===== src/rtl/mem_initiator_if.sv =====
// Control-unit request/response bundle for mem_initiator.
// The control unit owns the master side; the initiator owns the slave side.
interface mem_initiator_if #(
  parameter int unsigned ADDR_W = 12,
  parameter int unsigned DATA_W = 16
);
  logic              req;
  logic [1:0]        op;
  logic [ADDR_W-1:0] addr;
  logic [DATA_W-1:0] wdata;
  logic              busy;
  logic              done;
  logic              err;
  logic [DATA_W-1:0] rdata;
  logic              zero;

  modport master (
    output req, op, addr, wdata,
    input  busy, done, err, rdata, zero
  );

  modport slave (
    input  req, op, addr, wdata,
    output busy, done, err, rdata, zero
  );
endinterface


===== src/rtl/mem_initiator.sv =====
// Sequences control-unit READ / WRITE / INC requests onto a single-port memory.
// Every output is a register; writes get one cycle of address/data setup and hold.
module mem_initiator #(
  parameter int unsigned ADDR_W = 12,
  parameter int unsigned DATA_W = 16
) (
  input  logic              clk,
  input  logic              rst_n,
  mem_initiator_if.slave    cpu,
  output logic [ADDR_W-1:0] mem_adress,
  output logic              mem_read,
  output logic              mem_write,
  output logic [DATA_W-1:0] mem_indata,
  input  logic [DATA_W-1:0] mem_outdata
);

  localparam logic [1:0] OpRead  = 2'b00;
  localparam logic [1:0] OpWrite = 2'b01;
  localparam logic [1:0] OpInc   = 2'b10;

  typedef enum logic [2:0] {
    StIdle,
    StRd,
    StWsetup,
    StWstrobe,
    StWhold,
    StDone
  } state_e;

  state_e            state_q;
  logic [1:0]        op_q;
  logic              busy_q;
  logic              done_q;
  logic              err_q;
  logic [DATA_W-1:0] rdata_q;
  logic              zero_q;
  logic [ADDR_W-1:0] adr_q;
  logic              rd_q;
  logic              wr_q;
  logic [DATA_W-1:0] ind_q;
  logic [DATA_W-1:0] inc_sum;

  assign inc_sum = mem_outdata + DATA_W'(1);

  always_ff @(posedge clk or negedge rst_n) begin
    if (!rst_n) begin
      state_q <= StIdle;
      op_q    <= 2'b00;
      busy_q  <= 1'b0;
      done_q  <= 1'b0;
      err_q   <= 1'b0;
      rdata_q <= '0;
      zero_q  <= 1'b0;
      adr_q   <= '0;
      rd_q    <= 1'b0;
      wr_q    <= 1'b0;
      ind_q   <= '0;
    end else begin
      done_q <= 1'b0;
      err_q  <= 1'b0;
      unique case (state_q)
        StIdle, StDone: begin
          if (cpu.req) begin
            op_q  <= cpu.op;
            adr_q <= cpu.addr;
            unique case (cpu.op)
              OpRead, OpInc: begin
                state_q <= StRd;
                rd_q    <= 1'b1;
                busy_q  <= 1'b1;
              end
              OpWrite: begin
                state_q <= StWsetup;
                ind_q   <= cpu.wdata;
                busy_q  <= 1'b1;
              end
              default: begin
                // Reserved op completes immediately with no memory access.
                state_q <= StDone;
                done_q  <= 1'b1;
                err_q   <= 1'b1;
              end
            endcase
          end else begin
            state_q <= StIdle;
          end
        end
        StRd: begin
          rd_q <= 1'b0;
          if (op_q == OpInc) begin
            rdata_q <= inc_sum;
            ind_q   <= inc_sum;
            zero_q  <= (inc_sum == '0);
            state_q <= StWsetup;
          end else begin
            rdata_q <= mem_outdata;
            zero_q  <= (mem_outdata == '0);
            state_q <= StDone;
            done_q  <= 1'b1;
            busy_q  <= 1'b0;
          end
        end
        StWsetup: begin
          wr_q    <= 1'b1;
          state_q <= StWstrobe;
        end
        StWstrobe: begin
          wr_q    <= 1'b0;
          state_q <= StWhold;
        end
        StWhold: begin
          state_q <= StDone;
          done_q  <= 1'b1;
          busy_q  <= 1'b0;
        end
        default: begin
          state_q <= StIdle;
          busy_q  <= 1'b0;
          rd_q    <= 1'b0;
          wr_q    <= 1'b0;
        end
      endcase
    end
  end

  assign cpu.busy   = busy_q;
  assign cpu.done   = done_q;
  assign cpu.err    = err_q;
  assign cpu.rdata  = rdata_q;
  assign cpu.zero   = zero_q;
  assign mem_adress = adr_q;
  assign mem_read   = rd_q;
  assign mem_write  = wr_q;
  assign mem_indata = ind_q;

endmodule


===== src/flat_wrapper.sv =====
// flat-port wrapper written by rule: the top's interface ports become plain ports
module mem_initiator_flat 
#(
  parameter int unsigned ADDR_W = 12,
  parameter int unsigned DATA_W = 16
)
  (clk, rst_n, mem_adress, mem_read, mem_write, mem_indata, mem_outdata, cpu_req, cpu_op, cpu_addr, cpu_wdata, cpu_busy, cpu_done, cpu_err, cpu_rdata, cpu_zero);
  mem_initiator_if #(.ADDR_W(ADDR_W), .DATA_W(DATA_W)) cpu_i ();
  input  logic clk;
  input  logic rst_n;
  output logic [ADDR_W-1:0] mem_adress;
  output logic mem_read;
  output logic mem_write;
  output logic [DATA_W-1:0] mem_indata;
  input  logic [DATA_W-1:0] mem_outdata;
  input wire logic [$bits(cpu_i.req)-1:0] cpu_req;
  input wire logic [$bits(cpu_i.op)-1:0] cpu_op;
  input wire logic [$bits(cpu_i.addr)-1:0] cpu_addr;
  input wire logic [$bits(cpu_i.wdata)-1:0] cpu_wdata;
  output wire logic [$bits(cpu_i.busy)-1:0] cpu_busy;
  output wire logic [$bits(cpu_i.done)-1:0] cpu_done;
  output wire logic [$bits(cpu_i.err)-1:0] cpu_err;
  output wire logic [$bits(cpu_i.rdata)-1:0] cpu_rdata;
  output wire logic [$bits(cpu_i.zero)-1:0] cpu_zero;
  assign cpu_i.req = cpu_req;
  assign cpu_i.op = cpu_op;
  assign cpu_i.addr = cpu_addr;
  assign cpu_i.wdata = cpu_wdata;
  assign cpu_busy = cpu_i.busy;
  assign cpu_done = cpu_i.done;
  assign cpu_err = cpu_i.err;
  assign cpu_rdata = cpu_i.rdata;
  assign cpu_zero = cpu_i.zero;
  mem_initiator #(.ADDR_W(ADDR_W), .DATA_W(DATA_W)) u_core (.clk(clk), .rst_n(rst_n), .cpu(cpu_i), .mem_adress(mem_adress), .mem_read(mem_read), .mem_write(mem_write), .mem_indata(mem_indata), .mem_outdata(mem_outdata));
endmodule

===== config.mk =====
export PLATFORM = sky130hd
export DESIGN_NAME = mem_initiator_flat
export DESIGN_NICKNAME = d
export VERILOG_FILES = /design/src/rtl/mem_initiator_if.sv /design/src/rtl/mem_initiator.sv /design/src/flat_wrapper.sv
export SDC_FILE = /design/constraint.sdc
export NUM_CORES = 1
export LEC_CHECK = 0
export CAP_MARGIN = 25
export CORE_ASPECT_RATIO = 1.1
export CORE_MARGIN = 2
export CORE_UTILIZATION = 47
export DETAILED_ROUTE_END_ITERATION = 8
export HOLD_SLACK_MARGIN = 0.03
export PLACE_DENSITY = 0.81
export RECOVER_POWER = 50
export SLEW_MARGIN = 0
export SYNTH_ARGS = -nofsm -noshare
export SYNTH_HDL_FRONTEND = slang
export SYNTH_SLANG_ARGS = --single-unit

===== constraint.sdc =====
create_clock -name clk -period 2.52 [get_ports clk]
set_input_delay 0.252 -clock clk [delete_from_list [all_inputs] [get_ports clk]]
set_output_delay 0.252 -clock clk [all_outputs]
set_load 0.05 [all_outputs]

==> reports/metrics.yaml <==
status: "finished, final reports clean"
post-route-min-period_ns: 2.14
grt_pass1_wl_mm: 12.3
finalHoldViolations: 0
setup_tns_ns: 0
synthXorXnorAreaFrac_pct: 7.89
layout_setup_ws_ns: 0.383
power.internal_w: 0.00273
yosys_warnings: 0
synth-edff-count: 0
maxSlewHeadroom_pct: 18.2
cp_slowest_cell: "nor4b_4"
worstSetupStartpointType: "register"
r2r_slack_ns: 0.38
p_sw_share_pct: 51.0
grt_antenna_before_repair: 0
crit_buf_inv: 1
yosysUniqueCellTypes: 47
drive_gt1_share_pct: 12.1
postLayoutCellArea_um2: 4310
synth_cells: 328
rsz0062_at_grt: "false"
clockRootBuffer: "clkbuf_8"
path_class: "register to register"
dr.pass1.iters: 4
cts_sinks: 55
core-area_um2: 6480
area_growth_pct: 38.6
pre_cts_slack_ns: 0.212
wirelength_mm: 7.82
cts.repair.resized: 0
cts_buffer_depth: 2
cts_buffers: 5
boundaryPins: 99
fin_total_pwr_w: 0.00557
syn_area_per_cell_um2: 9.47
n_antenna_cell: 0
syn_nets: 380
crit_chain: "and2b_1 -> nor4b_4 -> a22oi_2 -> buf_4 -> a311oi_1 -> a21o_1"
synthSimpleGateAreaFrac_pct: 20.9
grt_pass1_vias: 2693
irDropWorstVdd_mv: 0.778
io_buffers: 98
cts_setup_buffers: 0
fp-row-count: 31
postSynth.asyncResetShare_pct: 100
mostFrequentLayoutCell: "clkdlybuf4s50_1"
hpwlAfterDp_mm: 6.09
wl_met1_mm: 3.20
fmax_mhz: 468
dr_wl_met3_um: 487
fin_crit_sh_pct: 84.8
synth_fa_ha_area_share_pct: 1.21
netlist_area_um2: 3110
post_dp_cell_area_um2: 4210
skew_ns: 0.00882
routabilityCongestion: 0.886
initial_core_util_pct: 48.0
cpLargestDelayFamily: "simple AND/OR/NAND/NOR gates"
min_to: "u_core.mem_indata[3]"
ctsHoldBuffers: 1
powerDensity_nw_per_um2: 1290
dieArea_um2: 7280
cts_tree: "built"
synth_top_area_share_pct: 44.3
switchingPower_w: 0.00284
crit_arrival_ns: 2.40
synth_top_area_cell: "dfrtp_1"
p_leak_nw: 1.80
min-delay-start: "u_core.mem_indata[3]"
drv_cap: 0
seq_power_share_pct: 28.5
ff2ff_path_depth: 6
p_comb_share_pct: 62.2
drv_slew: 0
top_layer: "met4"
routed_via_density: 5.38
path_clk_slew_ns: 0.11
clk_latency_ns: 0.31
clkPwrFrac_pct: 9.4
r2r-start: "u_core.state_q[2]"
num_vias: 2744
h-tree-depth: 2
fp.dieW_um: 81.5
ys_seq_elements: 55
drt-wirelength-per-cell_um: 15.3
critPathMaxFanout: 33
ys.flop_type: "dfrtp_1"
wl_met2_mm: 4.09
synth_area_leaders: "dfrtp_1 (44%), nand2_1 (5.7%), mux2_2 (5.1%)"
grt_max_degree: 34
r2r-end: "u_core.mem_indata[14]"
drt_iter0_markers: 102
nets: 479
synth_seq_area_share_pct: 44.3
nFillCells: 561
synthMuxAreaShare_pct: 8.30
ant_nets: 0
drc: 0
final_cell_mix: "clkdlybuf4s50_1 (78), dfrtp_1 (55), nand2_1 (47), o21ai_0 (31), nor2_1 (22)"
globalRouteOverflowTotal: 0
synth_compound_area_share_pct: 12.8
setup_viol_count_final: 0
grt_usage_pct: 21.9
max_stage_delay_ns: 0.54
required_ns: 2.78
holdPathStages: 2
endpoint_kind: "register"
hold_class: "register to register"
dieHeight_um: 89.3
synth_top_family_by_area: "simple AND/OR/NAND/NOR gates"
tightest_slew_ns: 1.23
==> stage by stage <==
step / instances / hold slack [ns] / utilization [%]
2_1_floorplan: 328 / -0.0436 / -
3_3_place_gp: 501 / 0.255 / 65.0
3_5_place_dp: 501 / 0.253 / 65.0
4_1_cts: 510 / 0.456 / 66.6
5_1_grt: 510 / 0.512 / 66.5
6_report: 510 / 0.487 / 66.5
==> cell families after synthesis <==
kind of cell | Yosys count
buf+inv | 31
simple gates | 127
flops | 55
xor+xnor | 28
compound gates | 60
mux | 24
fa+ha+maj | 3
==> tightest hold or removal path, delay by kind of cell, from the launching register on <==
kind,cells,cell delay (ns)
simple gates,1,0.04
compound gates,1,0.06
flops,1,0.35
==> power groups by stage <==
stage	Sequential (W)	Clock, W	Combinational, W
2_1_floorplan	0.00286	0	0.00115
3_3_place_gp	0.00159	0	0.00348
3_5_place_dp	0.00161	0	0.00355
4_1_cts	0.00160	0.000529	0.00356
5_1_grt	0.00164	0.000582	0.00371
6_report	0.00159	0.000522	0.00346
==> registers in the layout, summed over array words and instances, names as in the netlist, 2 cells and up <==
register           count
u_core.cpu.rdata      16
u_core.mem_indata     16
u_core.mem_adress     12
u_core.state_q         3
u_core.op_q            2
==> worst max path at each step <==
stage	from	to	slack (ns)	cells after the start
6_report	u_core.state_q[2]	u_core.mem_indata[14]	0.38	6
5_1_grt	u_core.state_q[2]	u_core.mem_indata[15]	0.24	6
4_1_cts	u_core.state_q[2]	u_core.mem_indata[14]	0.37	6
3_5_place_dp	mem_outdata[12]	u_core.cpu.zero	0.21	6
3_3_place_gp	mem_outdata[12]	u_core.cpu.zero	0.30	6
2_1_floorplan	u_core.state_q[0]	u_core.mem_adress[10]	0.71	4
==> layout make-up <==
cell class	count	area, um2	area share (%)
multi-input combinational	242	1590	36.8
timing repair buffer	119	1130	26.2
clock buffer	5	68.8	1.60
inverter	4	15.0	0.349
clock inverter	3	28.8	0.668
tap	82	103	2.38
sequential	55	1380	32.0
==> per-layer routing <==
| layer | global-route usage, % | up-vias |
|---|---|---|
| met4 | 4.93 | 0 |
| met1 | 26.7 | 1315 |
| met5 | 0 | - |
| met3 | 3.84 | 4 |
| met2 | 40.4 | 91 |
| li1 | - | 1334 |
==> cell usage after synthesis, types with 4 or more instances <==
| library cell | count |
|---|---|
| mux2i_1 | 10 |
| nand2b_1 | 7 |
| a21oi_1 | 7 |
| nor3_1 | 12 |
| nor2b_1 | 4 |
| xnor2_1 | 12 |
| mux2_2 | 14 |
| inv_1 | 4 |
| a21o_1 | 4 |
| o21ai_0 | 31 |
| nor2_1 | 22 |
| dfrtp_1 | 55 |
| nand4_1 | 6 |
| nand2_1 | 47 |
| buf_2 | 15 |
| nor4_1 | 6 |
| xor2_1 | 16 |
| nand3_1 | 6 |
| clkbuf_1 | 10 |
Power figures use the tool's default switching activity.
